## src/rtl/dmem_pkg.sv

```systemverilog
// Shared decode constants for the data-memory responder.
// MMIO offsets, STATUS bit positions and region enum.
package dmem_pkg;

  localparam logic [3:0] OFF_CYCLE  = 4'h0;
  localparam logic [3:0] OFF_LED    = 4'h4;
  localparam logic [3:0] OFF_DBG    = 4'h8;
  localparam logic [3:0] OFF_STATUS = 4'hC;

  localparam int ST_FULL  = 0;
  localparam int ST_EMPTY = 1;
  localparam int ST_OVF   = 2;
  localparam int ST_MIS   = 3;
  localparam int ST_CNT   = 4;

  typedef enum logic [1:0] {
    REG_RAM,
    REG_MMIO,
    REG_NONE
  } region_t;

endpackage

```

## src/rtl/dbg_fifo.sv

```systemverilog
// Debug-output FIFO, power-of-two depth, show-ahead head word.
// Ports: clk, reset (async low), push/wdata, pop, full, empty, count, rdata.
module dbg_fifo #(
  parameter int DEPTH = 4,
  parameter int CW    = $clog2(DEPTH) + 1
) (
  input  logic          clk,
  input  logic          reset,
  input  logic          push,
  input  logic          pop,
  input  logic [31:0]   wdata,
  output logic          full,
  output logic          empty,
  output logic [CW-1:0] count,
  output logic [31:0]   rdata
);

  localparam int PW = $clog2(DEPTH);

  logic [31:0]   mem [DEPTH];
  logic [PW-1:0] wp;
  logic [PW-1:0] rp;
  logic [CW-1:0] cnt;
  logic          do_push;
  logic          do_pop;

  assign full    = (cnt == CW'(DEPTH));
  assign empty   = (cnt == '0);
  assign do_pop  = pop && !empty;
  // a pop frees the slot the push needs
  assign do_push = push && (!full || pop);
  assign count   = cnt;
  assign rdata   = empty ? 32'b0 : mem[rp];

  always_ff @(posedge clk or negedge reset) begin
    if (!reset) begin
      wp  <= '0;
      rp  <= '0;
      cnt <= '0;
    end else begin
      if (do_push) wp <= wp + 1'b1;
      if (do_pop)  rp <= rp + 1'b1;
      cnt <= cnt + CW'(do_push) - CW'(do_pop);
    end
  end

  always_ff @(posedge clk) begin
    if (do_push) mem[wp] <= wdata;
  end

endmodule

```

## src/rtl/data_memory_responder.sv

```systemverilog
// Data-memory responder: word RAM plus CYCLE/LED/DBG_TX/STATUS MMIO.
// Ports: clk, reset, MemoryWrite, ALUResult, WriteData, ReadData,
//   dbg_valid/dbg_data/dbg_ready, led. Option: ALIGN_CHECK_EN.
module data_memory_responder
  import dmem_pkg::*;
#(
  parameter int          RAM_WORDS  = 64,
  parameter int          FIFO_DEPTH = 4,
  parameter logic [31:0] MMIO_BASE  = 32'hFFFF_0000
) (
  input  logic        clk,
  input  logic        reset,
  input  logic        MemoryWrite,
  input  logic [31:0] ALUResult,
  input  logic [31:0] WriteData,
  output logic [31:0] ReadData,
  output logic        dbg_valid,
  output logic [31:0] dbg_data,
  input  logic        dbg_ready,
  output logic [7:0]  led
);

  localparam int AW = $clog2(RAM_WORDS);
  localparam int CW = $clog2(FIFO_DEPTH) + 1;

  logic [31:0]   ram [RAM_WORDS];
  logic [AW-1:0] idx;
  region_t       region;
  logic [1:0]    off;
  logic          mis;
  logic          mis_flag;
  logic          wen;
  logic          mmio_we;
  logic          sel_cyc;
  logic          sel_led;
  logic          sel_dbg;
  logic          sel_st;
  logic [31:0]   cycle;
  logic [7:0]    led_q;
  logic          ovf;
  logic          ovf_set;
  logic          push;
  logic          pop;
  logic          full;
  logic          empty;
  logic [CW-1:0] count;
  logic [31:0]   status;

  assign idx = ALUResult[AW+1:2];
  assign off = ALUResult[3:2];

  always_comb begin
    region = REG_NONE;
    if (ALUResult < 32'(RAM_WORDS * 4))
      region = REG_RAM;
    else if (ALUResult[31:4] == MMIO_BASE[31:4])
      region = REG_MMIO;
  end

`ifdef ALIGN_CHECK_EN
  logic mis_q;
  assign mis      = |ALUResult[1:0];
  assign mis_flag = mis_q;

  always_ff @(posedge clk or negedge reset) begin
    if (!reset)
      mis_q <= 1'b0;
    else if (MemoryWrite && mis)
      mis_q <= 1'b1;
    else if (sel_st && mmio_we && WriteData[ST_MIS])
      mis_q <= 1'b0;
  end
`else
  assign mis      = 1'b0;
  assign mis_flag = 1'b0;
`endif

  assign wen     = MemoryWrite && !mis;
  assign mmio_we = wen && (region == REG_MMIO);
  assign sel_cyc = (off == OFF_CYCLE[3:2]);
  assign sel_led = (off == OFF_LED[3:2]);
  assign sel_dbg = (off == OFF_DBG[3:2]);
  assign sel_st  = (off == OFF_STATUS[3:2]);

  always_ff @(posedge clk) begin
    if (wen && (region == REG_RAM))
      ram[idx] <= WriteData;
  end

  assign push    = mmio_we && sel_dbg;
  assign pop     = dbg_valid && dbg_ready;
  assign ovf_set = push && full && !pop;

  always_ff @(posedge clk or negedge reset) begin
    if (!reset) begin
      cycle <= '0;
      led_q <= '0;
      ovf   <= 1'b0;
    end else begin
      if (mmio_we && sel_cyc) cycle <= WriteData;
      else                    cycle <= cycle + 32'd1;
      if (mmio_we && sel_led) led_q <= WriteData[7:0];
      if (ovf_set)
        ovf <= 1'b1;
      else if (mmio_we && sel_st && WriteData[ST_OVF])
        ovf <= 1'b0;
    end
  end

  dbg_fifo #(
    .DEPTH (FIFO_DEPTH),
    .CW    (CW)
  ) u_fifo (
    .clk   (clk),
    .reset (reset),
    .push  (push),
    .pop   (pop),
    .wdata (WriteData),
    .full  (full),
    .empty (empty),
    .count (count),
    .rdata (dbg_data)
  );

  assign dbg_valid = !empty;
  assign led       = led_q;

  always_comb begin
    status             = 32'b0;
    status[ST_FULL]    = full;
    status[ST_EMPTY]   = empty;
    status[ST_OVF]     = ovf;
    status[ST_MIS]     = mis_flag;
    status[ST_CNT +: 5] = 5'(count);
  end

  always_comb begin
    ReadData = 32'b0;
    if (!mis) begin
      unique case (1'b1)
        region == REG_RAM:
          ReadData = ram[idx];
        region == REG_MMIO && sel_cyc:
          ReadData = cycle;
        region == REG_MMIO && sel_led:
          ReadData = {24'b0, led_q};
        region == REG_MMIO && sel_st:
          ReadData = status;
        default:
          ReadData = 32'b0;
      endcase
    end
  end

endmodule
```

## config.mk

```make
export PLATFORM = sky130hd
export DESIGN_NAME = data_memory_responder
export DESIGN_NICKNAME = d
export VERILOG_FILES = /design/src/rtl/dmem_pkg.sv /design/src/rtl/dbg_fifo.sv /design/src/rtl/data_memory_responder.sv
export SDC_FILE = /design/constraint.sdc
export NUM_CORES = 2
export LEC_CHECK = 0
export CAP_MARGIN = 20
export CORE_UTILIZATION = 25
export CTS_BUF_LIST = sky130_fd_sc_hd__clkbuf_4 sky130_fd_sc_hd__clkbuf_8 sky130_fd_sc_hd__clkbuf_16
export DETAILED_ROUTE_END_ITERATION = 16
export PLACE_DENSITY = 0.4
export SLEW_MARGIN = 20
export SYNTH_ARGS = -nofsm -noshare
export SYNTH_HDL_FRONTEND = slang
export SYNTH_SLANG_ARGS = --single-unit
export TNS_END_PERCENT = 5
```

## constraint.sdc

```tcl
create_clock -name clk -period 10.6 [get_ports clk]
set_input_delay 2.12 -clock clk [delete_from_list [all_inputs] [get_ports clk]]
set_output_delay 2.12 -clock clk [all_outputs]
set_load 0.05 [all_outputs]
```

==> run metrics <==
run status=finished, final reports clean; number of detailed-routing iterations run before antenna repair=5; cell count after placement=between 8000 and 9000; highest net fanout along the worst path=29; CTS tree=yes; num rows=214; element type at the critical path end=output port; area inside the core boundary=approximately 0.34 mm^2; power density cells=a little under 200 mW/mm^2; Final Hold Vio Count=0; Max Clock Skew=~0.034 ns; library cell appearing most often on the critical path=buf_4; number of enable-type register cells in the synthesized netlist=between 2000 and 2500; post-route non-filler standard cell count=~9000; Worst R2R Setup Slack=7.97 ns; library cell used as clock root buffer=clkbuf_16; startpoint type of the worst setup path=input pin; worst hold slack after final layout=around 0.56 ns; first-pass GRT wire length=approximately 400 mm; shortest period the worst path allows=roughly 9.1 ns; highest metal layer with signal wires=met5; cells along the critical path=buf_4 > or4_1 > or3_4 > nor4_4 > buf_4 > nand2b_1 > o2bb2ai_1 > clkdlybuf4s50_1; layout cells sized above 1=between 20% and 30%; worst min-delay path startpoint=ovf$_DFFE_PN0P_; number of global-route vias before repair=44400; worst flop-to-flop path endpoint=u_fifo.count[2]$_DFF_PN0_; worst min-delay path endpoint=ovf$_DFFE_PN0P_; die span in x=between 500 and 600 um; flops & latches, synth=between 2000 and 2500; setup bufs post-CTS=0; synth unique cells=between 60 and 70; post-synth top area cell=edfxtp_1; final setup margin=roughly 1.5 ns; worst-case headroom to the max-slew limit=19.8%; Max IR drop VDD=0.109 mV; detailed-route via count=about 43000; cell depth of the worst hold path=2; number of synthesis warnings=0; post-synthesis instance total=~4000; growth of design area from synthesis to finish=19.7%; nets@finish=between 4000 and 5000; total track usage=approximately 17%; height of the die=between 500 and 600 um; antenna violation net count after detailed routing=0; share of the synthesized area in the top cell type=76.3%; post-detailed-routing wire length=~300 mm; detailed-routed wire length on met3=around 17 mm; ranking of synthesized cells by instance count=edfxtp_1, mux4_2, nand2_1; CTS Buffer Depth=4; sequential cell area fraction in the yosys report=between 70% and 80%; pin count of the biggest net entering global routing=79; routed length on met1=~130 mm; number of CTS-inserted buffers=between 200 and 300; vias per cell=4.74; number of design-rule violations left by the first detailed-router iteration=~4600; sum of negative setup slack=0 ns; starting density of the core=25.2%; insertion delay of the later-clocked pin in the worst-skew pair=about 0.85 ns; number of resized instances in the post-cts repair step=0; start-to-end type of the worst setup path=in -> out; Hold WC Path Type=reg -> reg; R2R cell count=9; top area cells in the synthesized netlist=edfxtp_1, mux4_2, mux2i_1, dfrtp_1, nand2_1; Avg WL per Cell=32.5 um; Static Leakage=31.8 nW; H-tree depth=5; kind of cell adding the most delay to the critical path=simple AND/OR/NAND/NOR gates; total DRC errors in the routed layout=0; die area=approximately 0.35 mm^2; RSZ-0062 raised after global routing=false; final count of pins violating max slew=0; count leader, synth=edfxtp_1; overall power consumption=between 20 and 25 mW; half-perimeter wire length after detailed placement=roughly 180 mm; Required @ worst endpoint=8.48 ns; most frequently used flop master after synthesis=edfxtp_1; slew at the pin with the worst max-slew slack=1.20 ns; cts hold-fix bufs=0; Port Buffer Count=138; num ports=141; slowest CP cell=clkdlybuf4s50_1; Met2 Routed Length=between 100 and 150 mm; Bufs and invs on worst path=3; combined area of all synthesized cells=0.0857 mm^2; RePlAce Congestion=between 0.8 and 0.9; final period utilization=about 86%; arrival time of data at the critical path endpoint=roughly 7 ns; number of antenna violations at the first check in global routing=38; delay of the slowest cell on the worst path=around 1.0 ns; FMAX=110 MHz; Worst Setup Slack post-DPL=~1.5 ns; total congestion overflow=0; synthesized net count=around 4100; Worst-path clk slew=~0.060 ns; average cell area after synthesis=~22 um^2; startpoint of the worst register-to-register path=u_fifo.count[2]$_DFF_PN0_; Num Clock Sinks=about 2200; number of maximum-capacitance constraint violations=0; Synth async-reset ratio=approximately 2.2%; final setup violation count=0
## cells in the final DEF, fill, tap and decap left out, types with 52 or more instances in the layout
cell type,instances
edfxtp_1,2176
mux4_2,504
clkbuf_16,277
buf_4,232
nand2_1,142
mux2i_1,138
clkdlybuf4s50_1,98
clkbuf_4,69
nor2_4,65
clkinv_1,58
nor2_1,52
## area by class of cell
type	instances	area (um^2)
fill	33000	238000
sequential	2224	66500
multi-input combinational	1519	18700
clock buffer	349	7490
tap	4536	5680
timing repair buffer	375	3170
clock inverter	113	847
inverter	9	38.8
antenna	12	30.0
## flip-flops by register name, summed over array words and instances, names as in the netlist
register,cells
u_fifo.rp,2
u_fifo.wp,2
u_fifo.mem,128
led,8
ovf,1
cycle,32
ram,2048
u_fifo.count,3
## power breakdown
group	leakage [nW]	internal (mW)	total, mW	switching (mW)
registers	20.2	9.66	9.70	0.0380
clock network	4.18	5.24	8.83	3.59
logic	7.41	0.557	1.62	1.06
## logic make-up after synthesis
kind of cell / after synthesis / share of synthesized area (%)
adders and majority gates: 8 / 0.126
and+or+nand+nor: 451 / 2.57
AOI/OAI and AO/OA: 365 / 3.03
muxes: 660 / 15.1
buffers and inverters: 234 / 1.16
xor gates and xnor gates: 35 / 0.358
DFF: 2224 / 77.7
## how the worst max path moves through the flow
stage	start	end	slack, ns	cells past startpoint
after floorplan	ALUResult[2]	ReadData[28]	3.01	10
after global placement	ALUResult[5]	ReadData[14]	1.47	8
after detailed placement	ALUResult[5]	ReadData[14]	1.48	8
after CTS	ALUResult[5]	ReadData[14]	1.48	8
after global routing	ALUResult[5]	ReadData[14]	1.52	8
final	ALUResult[5]	ReadData[3]	1.51	8
## stage by stage
stage                     utilization [%]  cell area [um^2]
after floorplan                         -             85700
after global placement               27.7             94100
after detailed placement             27.7             94100
after CTS                            30.1            102000
after global routing                 30.1            103000
final                                30.1            103000
## tightest hold or removal path: cells and delay by family (launching register included)
| kind | cells | cell delay, ns |
|---|---|---|
| flops | 1 | 0.40 |
| compound gates | 1 | 0.06 |
| simple gates | 1 | 0.06 |
## routing by layer
layer  track usage, %  up-vias
li1                 -    17700
met4             4.32        8
met5                0        -
met1             23.1    23900
met3             2.85      352
met2             27.8     1398
Power figures use the tool's default switching activity.
